===== config.mk =====
export PLATFORM = sky130hd
export DESIGN_NAME = clk_period_meter
export DESIGN_NICKNAME = d
export VERILOG_FILES = /design/src/rtl/clk_period_meter.sv
export SDC_FILE = /design/constraint.sdc
export NUM_CORES = 1
export LEC_CHECK = 0
export CAP_MARGIN = 20
export CORE_ASPECT_RATIO = 1.5
export CORE_MARGIN = 2
export CORE_UTILIZATION = 35
export DETAILED_ROUTE_END_ITERATION = 6
export GPL_TIMING_DRIVEN = 1
export SLEW_MARGIN = 10
export SYNTH_ARGS = -nofsm -noshare
export SYNTH_HDL_FRONTEND = slang
export SYNTH_SLANG_ARGS = --single-unit

===== constraint.sdc =====
create_clock -name clk -period 2.2 [get_ports clk]
set_input_delay 0.44 -clock clk [delete_from_list [all_inputs] [get_ports clk]]
set_output_delay 0.44 -clock clk [all_outputs]
set_load 0.01 [all_outputs]

===== src/rtl/clk_period_meter.sv =====
// Clock period meter: synchronises sig_in and measures its rise-to-rise period
// and rise-to-fall high phase in clk cycles, reporting each result with a one-cycle strobe.
module clk_period_meter #(
    parameter int CNT_W       = 16,
    parameter int SYNC_STAGES = 2
) (
    input  logic             clk,
    input  logic             rst,
    input  logic             en,
    input  logic             sig_in,
    output logic [CNT_W-1:0] period,
    output logic [CNT_W-1:0] high_time,
    output logic             valid,
    output logic             overflow,
    output logic             armed
);

    localparam logic [CNT_W-1:0] CNT_ZERO = {CNT_W{1'b0}};
    localparam logic [CNT_W-1:0] CNT_ONE  = {{(CNT_W-1){1'b0}}, 1'b1};
    localparam logic [CNT_W-1:0] CNT_MAX  = {CNT_W{1'b1}};

    typedef enum logic [0:0] {
        ST_IDLE    = 1'b0,
        ST_MEASURE = 1'b1
    } state_t;

    logic [SYNC_STAGES-1:0] sync_r;
    logic                   s_prev_r;
    logic                   s_sync_s;
    logic                   rise_s;
    logic                   fall_s;
    logic [CNT_W-1:0]       cnt_inc_s;

    state_t                 state_r;
    logic [CNT_W-1:0]       cnt_r;
    logic [CNT_W-1:0]       hi_shadow_r;
    logic                   ovf_pend_r;
    logic [CNT_W-1:0]       period_r;
    logic [CNT_W-1:0]       high_time_r;
    logic                   valid_r;
    logic                   overflow_r;
    logic                   armed_r;

    // Synchroniser chain plus the delayed copy used for edge detection
    always_ff @(posedge clk or posedge rst) begin
        if (rst) begin
            sync_r   <= {SYNC_STAGES{1'b0}};
            s_prev_r <= 1'b0;
        end else begin
            sync_r   <= {sync_r[SYNC_STAGES-2:0], sig_in};
            s_prev_r <= sync_r[SYNC_STAGES-1];
        end
    end

    // Edge decode and saturating cycle-count increment
    always_comb begin
        s_sync_s = sync_r[SYNC_STAGES-1];
        rise_s   = s_sync_s & ~s_prev_r;
        fall_s   = ~s_sync_s & s_prev_r;
        if (cnt_r == CNT_MAX) begin
            cnt_inc_s = CNT_MAX;
        end else begin
            cnt_inc_s = cnt_r + CNT_ONE;
        end
    end

    // Measurement FSM: first rise arms, every later rise publishes the finished period
    always_ff @(posedge clk or posedge rst) begin
        if (rst) begin
            state_r     <= ST_IDLE;
            cnt_r       <= CNT_ZERO;
            hi_shadow_r <= CNT_ZERO;
            ovf_pend_r  <= 1'b0;
            period_r    <= CNT_ZERO;
            high_time_r <= CNT_ZERO;
            valid_r     <= 1'b0;
            overflow_r  <= 1'b0;
            armed_r     <= 1'b0;
        end else begin
            valid_r <= 1'b0;
            if (!en) begin
                // Results are kept; only the in-flight measurement is abandoned
                state_r     <= ST_IDLE;
                armed_r     <= 1'b0;
                cnt_r       <= CNT_ZERO;
                hi_shadow_r <= CNT_ZERO;
                ovf_pend_r  <= 1'b0;
            end else begin
                case (state_r)
                    ST_IDLE: begin
                        hi_shadow_r <= CNT_ZERO;
                        ovf_pend_r  <= 1'b0;
                        if (rise_s) begin
                            state_r <= ST_MEASURE;
                            armed_r <= 1'b1;
                            cnt_r   <= CNT_ONE;
                        end else begin
                            armed_r <= 1'b0;
                            cnt_r   <= CNT_ZERO;
                        end
                    end
                    ST_MEASURE: begin
                        armed_r <= 1'b1;
                        if (rise_s) begin
                            period_r    <= cnt_r;
                            high_time_r <= hi_shadow_r;
                            overflow_r  <= ovf_pend_r;
                            valid_r     <= 1'b1;
                            cnt_r       <= CNT_ONE;
                            hi_shadow_r <= CNT_ZERO;
                            ovf_pend_r  <= 1'b0;
                        end else begin
                            cnt_r <= cnt_inc_s;
                            if (cnt_inc_s == CNT_MAX) begin
                                ovf_pend_r <= 1'b1;
                            end
                            if (fall_s) begin
                                hi_shadow_r <= cnt_r;
                            end
                        end
                    end
                    default: begin
                        state_r     <= ST_IDLE;
                        armed_r     <= 1'b0;
                        cnt_r       <= CNT_ZERO;
                        hi_shadow_r <= CNT_ZERO;
                        ovf_pend_r  <= 1'b0;
                    end
                endcase
            end
        end
    end

    assign period    = period_r;
    assign high_time = high_time_r;
    assign valid     = valid_r;
    assign overflow  = overflow_r;
    assign armed     = armed_r;

endmodule


==> flow_metrics.py <==
metrics = {
    "critical_path": {
        "crit_path_start_kind": "flop",
        "crit_type": "flop to flop",
        "r2r_cells": 6,
        "endpoint_kind": "flop",
        "cp_max_fo": 10,
        "critPathArrivalTime_ps": 2200,
        "worstPathRequired_ps": 2460,
    },
    "pwr": {
        "max-vdd-ir-drop_mv": 0.458,
        "powerDensity_nw_per_um2": 726,
        "p_leak_uw": 0.00177,
    },
    "cts": {
        "cts_root_buf": "clkbuf_16",
        "h-tree-depth": 3,
        "postCtsResizedCells": 0,
        "cts_tree": "yes",
        "clock_path_buffers": 2,
        "clk_pin_slew_ps": 60,
        "worstSkewPairLatency_ps": 330,
        "cts.sinks": 71,
        "cts_buffers": 9,
        "cts_setup_buffers": 0,
        "holdBufCountCts": 0,
    },
    "yosys": {
        "synth_seq_area_share_pct": 57.8,
        "synth-edff-count": 0,
        "postSynthCellCount": 303,
        "syn_area_per_cell_um2": 10.1,
        "synthesis.nets": 308,
        "syn_area_um2": 3070,
        "ys_types": 42,
        "yosysWarnings": 0,
        "ys.flop_type": "dfrtp_1",
        "postSynth.asyncResetShare_pct": 100,
        "ys_ff_latch": 71,
    },
    "place": {
        "post-dp-hpwl_um": 4470,
        "placedCellCount": 435,
        "gp_congestion": 0.865,
        "portBuffers": 38,
    },
    "timing": {
        "skew_ps": 6.60,
        "rsz0062_at_grt": "false",
        "drv_slew": 0,
        "final.min_clock_period_ps": 1930,
        "finalSetupViolCount": 0,
        "slew_headroom_pct": 63.9,
        "fmax_mhz": 518,
        "worstMarginPinSlew_ps": 541,
        "fin_setup_tns_ps": 0,
        "finalHoldViolCount": 0,
        "period_share_pct": 87.8,
    },
    "layout": {
        "drive_above_1_share_pct": 13.4,
        "nets": 344,
        "layout_commonest_cell": "nand2_1",
        "layout_common_cells": "nand2_1 (89), dfrtp_1 (71), clkdlybuf4s50_1 (38)",
        "fillCellCount": 835,
        "syn2layout_area_growth_pct": 26.3,
        "seqCellArea_um2": 1780,
        "multi_input_area_um2": 1180,
        "diodes": 0,
        "final_cells": 451,
    },
    "global_route": {
        "grt_use_met1_pct": 18.8,
        "grt_use_met2_pct": 23.1,
        "grt_max_degree": 35,
        "antenna_found_initial": 0,
        "grt_first_pass_wirelength_um": 11000,
        "grt_pass1_vias": 2236,
        "overflow": 0,
        "grt_use_total_pct": 14.9,
        "met3_usage_pct": 3.59,
        "busiest_layer": "met2",
    },
    "floorplanning": {
        "die_area_um2": 9560,
        "core-area_um2": 8460,
        "rows": 41,
        "initial_core_util_pct": 36.3,
        "die_h_um": 119,
        "num_io_pins": 39,
        "die_width_um": 80.5,
    },
    "worst_hold_path": {
        "hold_depth": 0,
        "hold_class": "flop to flop",
    },
    "route": {
        "finalWirelength_um": 6280,
        "wl_per_cell_um": 13.9,
        "vias_per_cell": 4.98,
        "drtAntennaViolNets": 0,
        "first_pass_iters": 5,
        "drt_iter0_drc": 172,
        "route.detailed.drc": 0,
        "vias": 2247,
    },
    "job": {
        "cap_violations": 0,
    },
    "outcome": {
        "status": "completed",
    },
}
[metal layers]
| metal | up-vias | part of all wire, % |
|---|---|---|
| met1 | 1074 | 42 |
| met5 | - | 0 |
| li1 | 1107 | - |
| met2 | 52 | 52 |
| met3 | 14 | 3.4 |
| met4 | 0 | 3.2 |
[path summary, 6_finish.rpt]
kind	from	slack (ps)	end
min	sync_r[0]$_DFF_PP0_	340	sync_r[1]$_DFF_PP0_
max reg2reg	cnt_r[0]$_DFF_PP0_	270	ovf_pend_r$_DFFE_PP0P_
max in group asynchronous	rst	1240	cnt_r[0]$_DFF_PP0_
min reg2reg	sync_r[0]$_DFF_PP0_	340	sync_r[1]$_DFF_PP0_
max	cnt_r[0]$_DFF_PP0_	270	ovf_pend_r$_DFFE_PP0P_
min in group asynchronous	rst	470	cnt_r[1]$_DFF_PP0_
[per-stage QoR]
stage          utilization (%)  area, µm²  power (µW)  hold slack (ps)  setup WS (ps)
2_1_floorplan                -       3080        1400              331            470
3_3_place_gp              42.4       3590        1440              332            362
3_5_place_dp              42.4       3590        1440              335            275
4_1_cts                   45.8       3880        2850              344            275
5_1_grt                   45.8       3880        2910              353           92.3
6_report                  45.8       3880        2820              343            268
[power by group]
group / internal [µW] / switching [µW]
Clock: 902 / 495
Sequential: 1320 / 11.1
Combinational: 34.5 / 56.3
[cell families after synthesis]
kind of cell,after synthesis,share of synthesized area (%)
simple gates,134,19.7
flops,71,57.8
compound gates,50,10.5
buf+inv,24,3.58
mux,17,6.23
xor+xnor,6,1.71
fa+ha+maj,1,0.407
[cell usage after synthesis, drive strengths merged (2+ instances only)]
library cell   n  area, µm²
mux2          17        191
nand2         89        334
and4           4       35.0
nand4          6       37.5
nor2           6       22.5
xor2           2       17.5
clkbuf        11       41.3
buf           10       57.6
a31oi          3       18.8
o211ai         2       20.0
o21bai         2       15.0
a21boi         2       15.0
xnor2          4       35.0
dfrtp         71       1780
and3           8       50.1
nand2b         2       12.5
inv            3       11.3
a21oi         29        149
nand3          8       40.0
a211oi         2       20.0
a31o           3       26.3
nor2b          7       43.8
[area by class of cell]
cell class | count | share of cell area, %
Tap cell | 107 | 3.45
Clock buffer | 12 | 6.35
Inverter | 3 | 0.387
Clock inverter | 4 | 1.16
Sequential cell | 71 | 45.8
Timing Repair Buffer | 46 | 12.3
Multi-Input combinational cell | 208 | 30.5
[worst max-delay path, cell delays in order (launching register included)]
cell and delay [ps]:
dfrtp_1 480, ha_1 310, a21boi_0 210, o221ai_1 140
a2111o_1 430, o211a_1 210, a21oi_2 90
[flip-flops by register name, summed over array words and instances (netlist names)]
register     cells
valid            1
high_time       16
armed            1
period          16
cnt_r           16
overflow         1
s_prev_r         1
ovf_pend_r       1
sync_r           2
hi_shadow_r     16
(Power assumes the default switching activity.)
